--- src/rtl/paddle_position_reader.sv ---
// Fetches paddle/ball positions from a DPRAM once per frame, clamps them to the
// screen, and publishes all entries together with a one-cycle posValid pulse.
module paddle_position_reader #(
   parameter logic [15:0] BASE_ADDRESS  = 16'd0,
   parameter int unsigned NUM_ENTRIES   = 3,
   parameter int unsigned RD_LATENCY    = 1,
   parameter logic [15:0] SCREEN_HEIGHT = 16'd480,
   parameter logic [15:0] PADDLE_HEIGHT = 16'd100
) (
   input  logic        clk,
   input  logic        rst,
   input  logic        frameStart,
   output logic        rdEnable,
   output logic [15:0] rdAddr,
   input  logic [31:0] rdData,
   output logic [31:0] leftPaddle,
   output logic [31:0] rightPaddle,
   output logic [31:0] ballPos,
   output logic        posValid,
   output logic        busy,
   output logic [7:0]  missedFrames
);

   localparam int unsigned IDX_W      = (NUM_ENTRIES > 1) ? $clog2(NUM_ENTRIES) : 1;
   localparam int unsigned SHADOW_N   = (NUM_ENTRIES > 3) ? NUM_ENTRIES : 3;
   localparam logic [IDX_W-1:0] LAST_IDX = IDX_W'(NUM_ENTRIES - 1);
   localparam logic [1:0]  WAIT_LOAD  = 2'(RD_LATENCY - 1);
   localparam logic [15:0] PADDLE_MAX = SCREEN_HEIGHT - PADDLE_HEIGHT;
   localparam logic [15:0] BALL_MAX   = SCREEN_HEIGHT - 16'd1;

   typedef enum logic [2:0] {
      S_IDLE,
      S_ISSUE,
      S_WAIT,
      S_CAPTURE,
      S_PUBLISH
   } state_e;

   function automatic logic [31:0] reset_pos(input int entry);
      case (entry)
         0:       return {16'h000F, 16'd190};
         1:       return {16'd615,  16'd190};
         2:       return {16'd320,  16'd240};
         default: return '0;
      endcase
   endfunction

   // Entries 0 and 1 are paddles (top edge limited so the paddle stays on
   // screen); everything else is treated as the ball.
   function automatic logic [31:0] clamp_entry(input logic [31:0] word, input int entry);
      logic [15:0] y_max;
      y_max = (entry < 2) ? PADDLE_MAX : BALL_MAX;
      return {word[31:16], (word[15:0] > y_max) ? y_max : word[15:0]};
   endfunction

   state_e            state_q, state_d;
   logic [IDX_W-1:0]  idx_q, idx_d;
   logic [1:0]        wait_q, wait_d;
   logic [15:0]       rd_addr_q, rd_addr_d;
   logic [7:0]        missed_q, missed_d;
   logic              armed_q;
   logic [31:0]       shadow_q [SHADOW_N];
   logic [31:0]       shadow_d [SHADOW_N];
   logic [31:0]       pub_q [3];
   logic [31:0]       pub_d [3];
   logic [15:0]       issue_addr;

   assign issue_addr = BASE_ADDRESS + 16'(idx_q);

   // NOTE: every variable gets a default before the case so no path leaves it
   // unassigned; otherwise always_comb would infer a latch.
   always_comb begin
      state_d   = state_q;
      idx_d     = idx_q;
      wait_d    = wait_q;
      rd_addr_d = rd_addr_q;
      missed_d  = missed_q;
      shadow_d  = shadow_q;
      pub_d     = pub_q;

      case (state_q)
         S_IDLE: begin
            // armed_q masks a frameStart on the edge that releases reset.
            if (frameStart && armed_q) begin
               idx_d   = '0;
               state_d = S_ISSUE;
            end
         end
         S_ISSUE: begin
            rd_addr_d = issue_addr;
            wait_d    = WAIT_LOAD;
            state_d   = S_WAIT;
         end
         S_WAIT: begin
            if (wait_q == 2'd0) state_d = S_CAPTURE;
            else                wait_d  = wait_q - 2'd1;
         end
         S_CAPTURE: begin
            for (int i = 0; i < int'(SHADOW_N); i++) begin
               if (int'(idx_q) == i) shadow_d[i] = clamp_entry(rdData, i);
            end
            if (idx_q == LAST_IDX) begin
               // Load the published set from next-state shadows so the outputs
               // already hold the new frame while posValid is high.
               for (int i = 0; i < 3; i++) pub_d[i] = shadow_d[i];
               state_d = S_PUBLISH;
            end else begin
               idx_d   = idx_q + IDX_W'(1);
               state_d = S_ISSUE;
            end
         end
         S_PUBLISH: state_d = S_IDLE;
         default:   state_d = S_IDLE;
      endcase

      if (frameStart && (state_q != S_IDLE) && (missed_q != 8'hFF)) begin
         missed_d = missed_q + 8'd1;
      end
   end

   // NOTE: state uses non-blocking assignments so every flop samples the
   // pre-edge values regardless of statement order.
   always_ff @(posedge clk or negedge rst) begin
      if (!rst) begin
         state_q   <= S_IDLE;
         idx_q     <= '0;
         wait_q    <= '0;
         rd_addr_q <= BASE_ADDRESS;
         missed_q  <= '0;
         armed_q   <= 1'b0;
         // NOTE: the shadow and published arrays are reset explicitly because
         // they have defined power-on positions, unlike a plain data buffer.
         for (int i = 0; i < int'(SHADOW_N); i++) shadow_q[i] <= reset_pos(i);
         for (int i = 0; i < 3; i++) pub_q[i] <= reset_pos(i);
      end else begin
         state_q   <= state_d;
         idx_q     <= idx_d;
         wait_q    <= wait_d;
         rd_addr_q <= rd_addr_d;
         missed_q  <= missed_d;
         armed_q   <= 1'b1;
         shadow_q  <= shadow_d;
         pub_q     <= pub_d;
      end
   end

   assign rdEnable     = (state_q == S_ISSUE);
   assign rdAddr       = (state_q == S_ISSUE) ? issue_addr : rd_addr_q;
   assign posValid     = (state_q == S_PUBLISH);
   assign busy         = (state_q != S_IDLE);
   assign missedFrames = missed_q;
   assign leftPaddle   = pub_q[0];
   assign rightPaddle  = pub_q[1];
   assign ballPos      = pub_q[2];

endmodule

--- config.mk ---
export PLATFORM = sky130hd
export DESIGN_NAME = paddle_position_reader
export DESIGN_NICKNAME = d
export VERILOG_FILES = /design/src/rtl/paddle_position_reader.sv
export SDC_FILE = /design/constraint.sdc
export NUM_CORES = 1
export LEC_CHECK = 0
export ABC_AREA = 1
export ABC_CLOCK_PERIOD_IN_PS = 5050
export CAP_MARGIN = 20
export CORE_UTILIZATION = 41
export CTS_CLUSTER_DIAMETER = 80
export DETAILED_ROUTE_END_ITERATION = 8
export GPL_TIMING_DRIVEN = 0
export PLACE_DENSITY = 0.68
export REMOVE_ABC_BUFFERS = 1
export SETUP_SLACK_MARGIN = 0.2
export SLEW_MARGIN = 20
export SYNTH_ARGS = -nofsm -noshare
export SYNTH_HDL_FRONTEND = slang
export SYNTH_SLANG_ARGS = --single-unit
export TNS_END_PERCENT = 5
--- constraint.sdc ---
create_clock -name clk -period 5.05 [get_ports clk]
set_clock_uncertainty 0.2 [all_clocks]
set_input_delay 0.505 -clock clk [delete_from_list [all_inputs] [get_ports clk]]
set_output_delay 0.505 -clock clk [all_outputs]
set_load 0.01 [all_outputs]
== Yosys cells after proc, flatten, opt, wreduce, memory -nomap -nowiden ==
Cells that the tools add are included.

* Flip-flop bits (word level): 224
* Word-level logic and storage cells: 57

* Add/sub/neg operators: 3
* Order comparisons: 2
* Equal/unequal tests: 12
* Muxes and demuxes: 15
* Reduce and logical (&&, ||, !) cells: 13

{| class="wikitable"
|+ Operator list
! cell !! count
|-
| $mux 32 || 3
|-
| $mux 16 || 3
|-
| $gt 16x9->1 const B || 2
|-
| $pmux 3 s4 || 1
|-
| $mux 3 || 3
|-
| $add 8x1->8 const B || 1
|-
| $ne 2x2->1 const B || 4
|-
| $ne 8x8->1 const B || 1
|-
| $pmux 2 s2 || 2
|-
| $eq 2x2->1 const B || 3
|-
| $eq 3x2->1 const B || 2
|-
| $mux 2 || 3
|-
| $reduce_and 2->1 || 3
|-
| $logic_not 2->1 || 2
|-
| $reduce_bool 2->1 || 2
|-
| $eq 3x1->1 const B || 1
|-
| $eq 3x3->1 const B || 1
|-
| $logic_and 1x1->1 || 3
|-
| $logic_not 3->1 || 1
|-
| $reduce_and 3->1 || 1
|-
| $reduce_bool 3->1 || 1
|-
| $add 2x1->2 const B || 1
|-
| $sub 2x1->2 const B || 1
|}

== Depth between registers and ports, before layout ==
* Depth in word-level cells: 3
* Mapped depth: 11

== Least setup slack after synthesis ==
No wires, ideal clock.

* Kind: flip-flop to output port
* From: reg state_q[1]
* To: out, netlist name rdAddr[10]
* Arrival time: 1.225 ns
* Required time: 4.345 ns
* Path slack: 3.120 ns
* Stages on the path, launching flop included: 4
* Path through: dfrtp_1 nor3_2 clkbuf_1 nor2_1

{| class="wikitable"
|+ RTL lines
! item !! RTL line !! RTL
|-
| start, declared || 56 || <nowiki>state_e state_q, state_d;</nowiki>
|-
| start signal, assigned || 136 || <nowiki>state_q <= state_d;</nowiki>
|}

== Worst setup path in the final report ==
* From: reg state_q[0]
* To: out rdAddr[0]

* Cells in the longest elaborated chain, start to end: 2

{| class="wikitable"
|+ Ends and longest elaborated chain
! item !! RTL line !! RTL
|-
| $eq 3x1->1 || 148 || <nowiki>assign rdAddr = (state_q == S_ISSUE) ? issue_addr : rd_addr_q;</nowiki>
|-
| $mux 16 || 148 ||
|-
| end, declared || 14 || <nowiki>output logic [15:0] rdAddr,</nowiki>
|}

Every way passes these cells.

==> impl_metrics.ini <==
[global_routing]
grt_pass1_wl_um = 29800
grt_util_met3_pct = 5.43
grt_pass1_vias = 5864
grt.met1_usage_pct = 26.0
use_met2_pct = 28.9
antenna_found_initial = 1
track_usage_pct = 19.0
gr-max-usage-layer = met2
grt_start_max_net_pins = 94
gr-total-overflow = 0

[route]
first_pass_iters = 4
wl_per_cell_um = 13.4
routed-via-count = 6126
drc = 0
drtIter0Drc = 312
ant_nets = 0
routed_wirelength_um = 18000
viasPerCell = 4.58

[min_path]
holdPathStages = 2
hp-class = flip-flop to flip-flop
whs_endpoint = ballPos[13]$_DFFE_PN0P_
holdCritStartpoint = ballPos[13]$_DFFE_PN0P_

[finish]
instances_no_fill = 1339
num-fill-cells = 1740
multiInputGateArea_mm2 = 0.00252
final_nets = 1105
final_layout_size_suffix_gt1_share_pct = 9.37
stdcell_area_mm2 = 0.0105
areaGrowthSynthToFinish_pct = 30.8
seq_area_mm2 = 0.00487

[yosys]
syn_inst = 929
synthFlopType = dfrtp_1
ys_types = 28
synth_seq_cells = 192
synth_area_leaders = dfrtp_1 44%, dfstp_2 16%, nand2_1 16%
synth-edff-count = 0
yosysTopAreaCell = dfrtp_1
avgSynthCellArea_um2 = 8.63
synth_common_cells = 339 x nand2_1, 142 x dfrtp_1, 115 x inv_1, 98 x o21ai_0, 55 x nor2_1
ys_async_sr_fraction_pct = 100
synth_top_area_share_pct = 44.3
yosysWarningCount = 0
syn_area_mm2 = 0.00802
ys_seq_area_share_pct = 60.7
yosysMostFrequentCell = nand2_1

[job]
maxCapViolations = 0

[placement]
io_buffers = 157
placedCellCount = 1305
dp_slack_ps = 1450
dpl.hpwl_um = 11500
place_area_mm2 = 0.00987
gp_congestion = 0.753

[floorplanning]
core-area_mm2 = 0.0190
die_width_um = 142
die_h_um = 142
placementRows = 50
dieArea_mm2 = 0.0201
start_util_pct = 42.3
io_pins = 158

[sta]
final.min_clock_period_ps = 3510
period_share_pct = 69.6
tns_ps = 0
layout_setup_ws_ps = 1540
relSlewSlack_pct = 36.6
max_freq_mhz = 285
finalHoldViolCount = 0
setup_viol = 0
slew_violations = 0
rsz0062_at_grt = false
tightest_slew_ps = 946

[power_and_ir_drop]
power_density_mw_per_mm2 = 574
leakagePower_nw = 4.87
vdd_drop_max_mv = 0.278
p_total_mw = 6.02

[worst_setup_path]
path_max_fanout = 16
cp-start-kind = flip-flop
worst_ep_required_time_ps = 4350
crit_type = flip-flop to output port
r2r-start = state_q[2]$_DFFE_PN0P_
r2r_cells = 11
r2r_end = ballPos[0]$_DFFE_PN0P_
crit_arrival_ps = 2810
r2r_slack_ps = 1780
cp-end-kind = output port

[clock_tree]
htreeDepth = 4
ctsHoldBuffers = 1
cts_setup_buffers = 0
cts_buffers = 17
cts.sinks = 192
clk_pin_slew_worst_paths_ps = 70
clk_latency_ps = 430
ctsResizeCount = 0
cts_tree = built
clk_path_buf_depth = 2
cts_root_buf = clkbuf_16

[status]
status = complete, no violations
## routing by layer
layer / vias to the layer above / part of all wire, %
met5: - / 0
met4: 0 / 1.6
met3: 13 / 5.7
met2: 131 / 44
met1: 2867 / 49
li1: 3115 / -
## state kept, by name, summed over array words and instances, names as in the netlist, 2 cells and up
register      flops
shadow_q         64
ballPos          32
leftPaddle       32
rightPaddle      32
rd_addr_q        16
missedFrames      8
state_q           3
idx_q             2
wait_q            2
## per-stage QoR
step                hold WS [ps]  util [%]
finish                       266      55.3
global route                 283      55.3
CTS                          270      55.3
detailed placement           189      52.1
global placement             248      51.2
floorplan                   9.41         -
## layout make-up
cell class	count	area share [%]
multi-input combinational	571	24.0
clock inverter	13	1.46
tap	260	3.10
clock buffer	19	4.32
timing repair buffer	163	16.4
sequential	192	46.4
antenna	1	0.0239
inverter	120	4.33
## kinds of logic after synthesis
kind of cell	Yosys count	synth area share [%]
buffers and inverters	166	8.24
xor gates and xnor gates	7	0.764
AOI/OAI and AO/OA	132	8.77
other	1	0.0468
and+or+nand+nor	426	20.7
DFF	192	60.7
adders and majority gates	5	0.780
## critical path, stage by stage (launching register included)
cell and delay, ps:
dfrtp_1 420, inv_1 90, nor3_2 720, inv_1 260, o21ai_0 300, clkdlybuf4s50_1 590
## cells in the final DEF, fill, tap and decap left out, types with 2 or more instances in the layout
cell type | synthesis | layout
bufinv_16 | 0 | 2
nor2_1 | 55 | 53
dfstp_2 | 50 | 50
ha_1 | 5 | 3
o31ai_1 | 14 | 14
o22ai_1 | 2 | 2
clkinv_2 | 0 | 3
nand2_1 | 339 | 339
xor2_1 | 5 | 5
nor2_2 | 1 | 3
inv_6 | 0 | 2
ha_2 | 0 | 2
clkbuf_16 | 0 | 17
o21ai_0 | 98 | 98
nand4_1 | 2 | 2
nand3b_1 | 2 | 2
nand2_2 | 3 | 2
nor3_1 | 4 | 4
nand3_1 | 18 | 18
xnor2_1 | 2 | 2
buf_16 | 0 | 4
inv_8 | 0 | 3
o21ai_1 | 3 | 3
dfrtp_1 | 142 | 142
clkbuf_8 | 0 | 2
a21oi_1 | 14 | 14
inv_1 | 115 | 115
clkinv_1 | 2 | 2
clkinvlp_4 | 0 | 3
clkdlybuf4s50_1 | 0 | 156
## worst max-delay path by stage
stage                                      start                          to  slack, ps  cells past startpoint
after floorplan           state_q[2]$_DFFE_PN0P_      ballPos[0]$_DFFE_PN0P_       1320                     10
after global placement                       rst  leftPaddle[24]$_DFFE_PN0P_      -4860                      1
after detailed placement  state_q[2]$_DFFE_PN0P_      ballPos[1]$_DFFE_PN0P_       1450                     11
after CTS                 state_q[2]$_DFFE_PN0P_      ballPos[0]$_DFFE_PN0P_       1450                     11
after global routing      state_q[0]$_DFFE_PN0P_                   rdAddr[0]       1240                      5
final                     state_q[0]$_DFFE_PN0P_                   rdAddr[0]       1540                      5
## power breakdown
part           internal, mW  leakage (nW)  switching (mW)
Sequential             2.17          2.29           0.237
Clock                 0.769         0.292           0.608
Combinational         0.984          2.29            1.25
No activity file was read; power rests on OpenSTA's default activity.
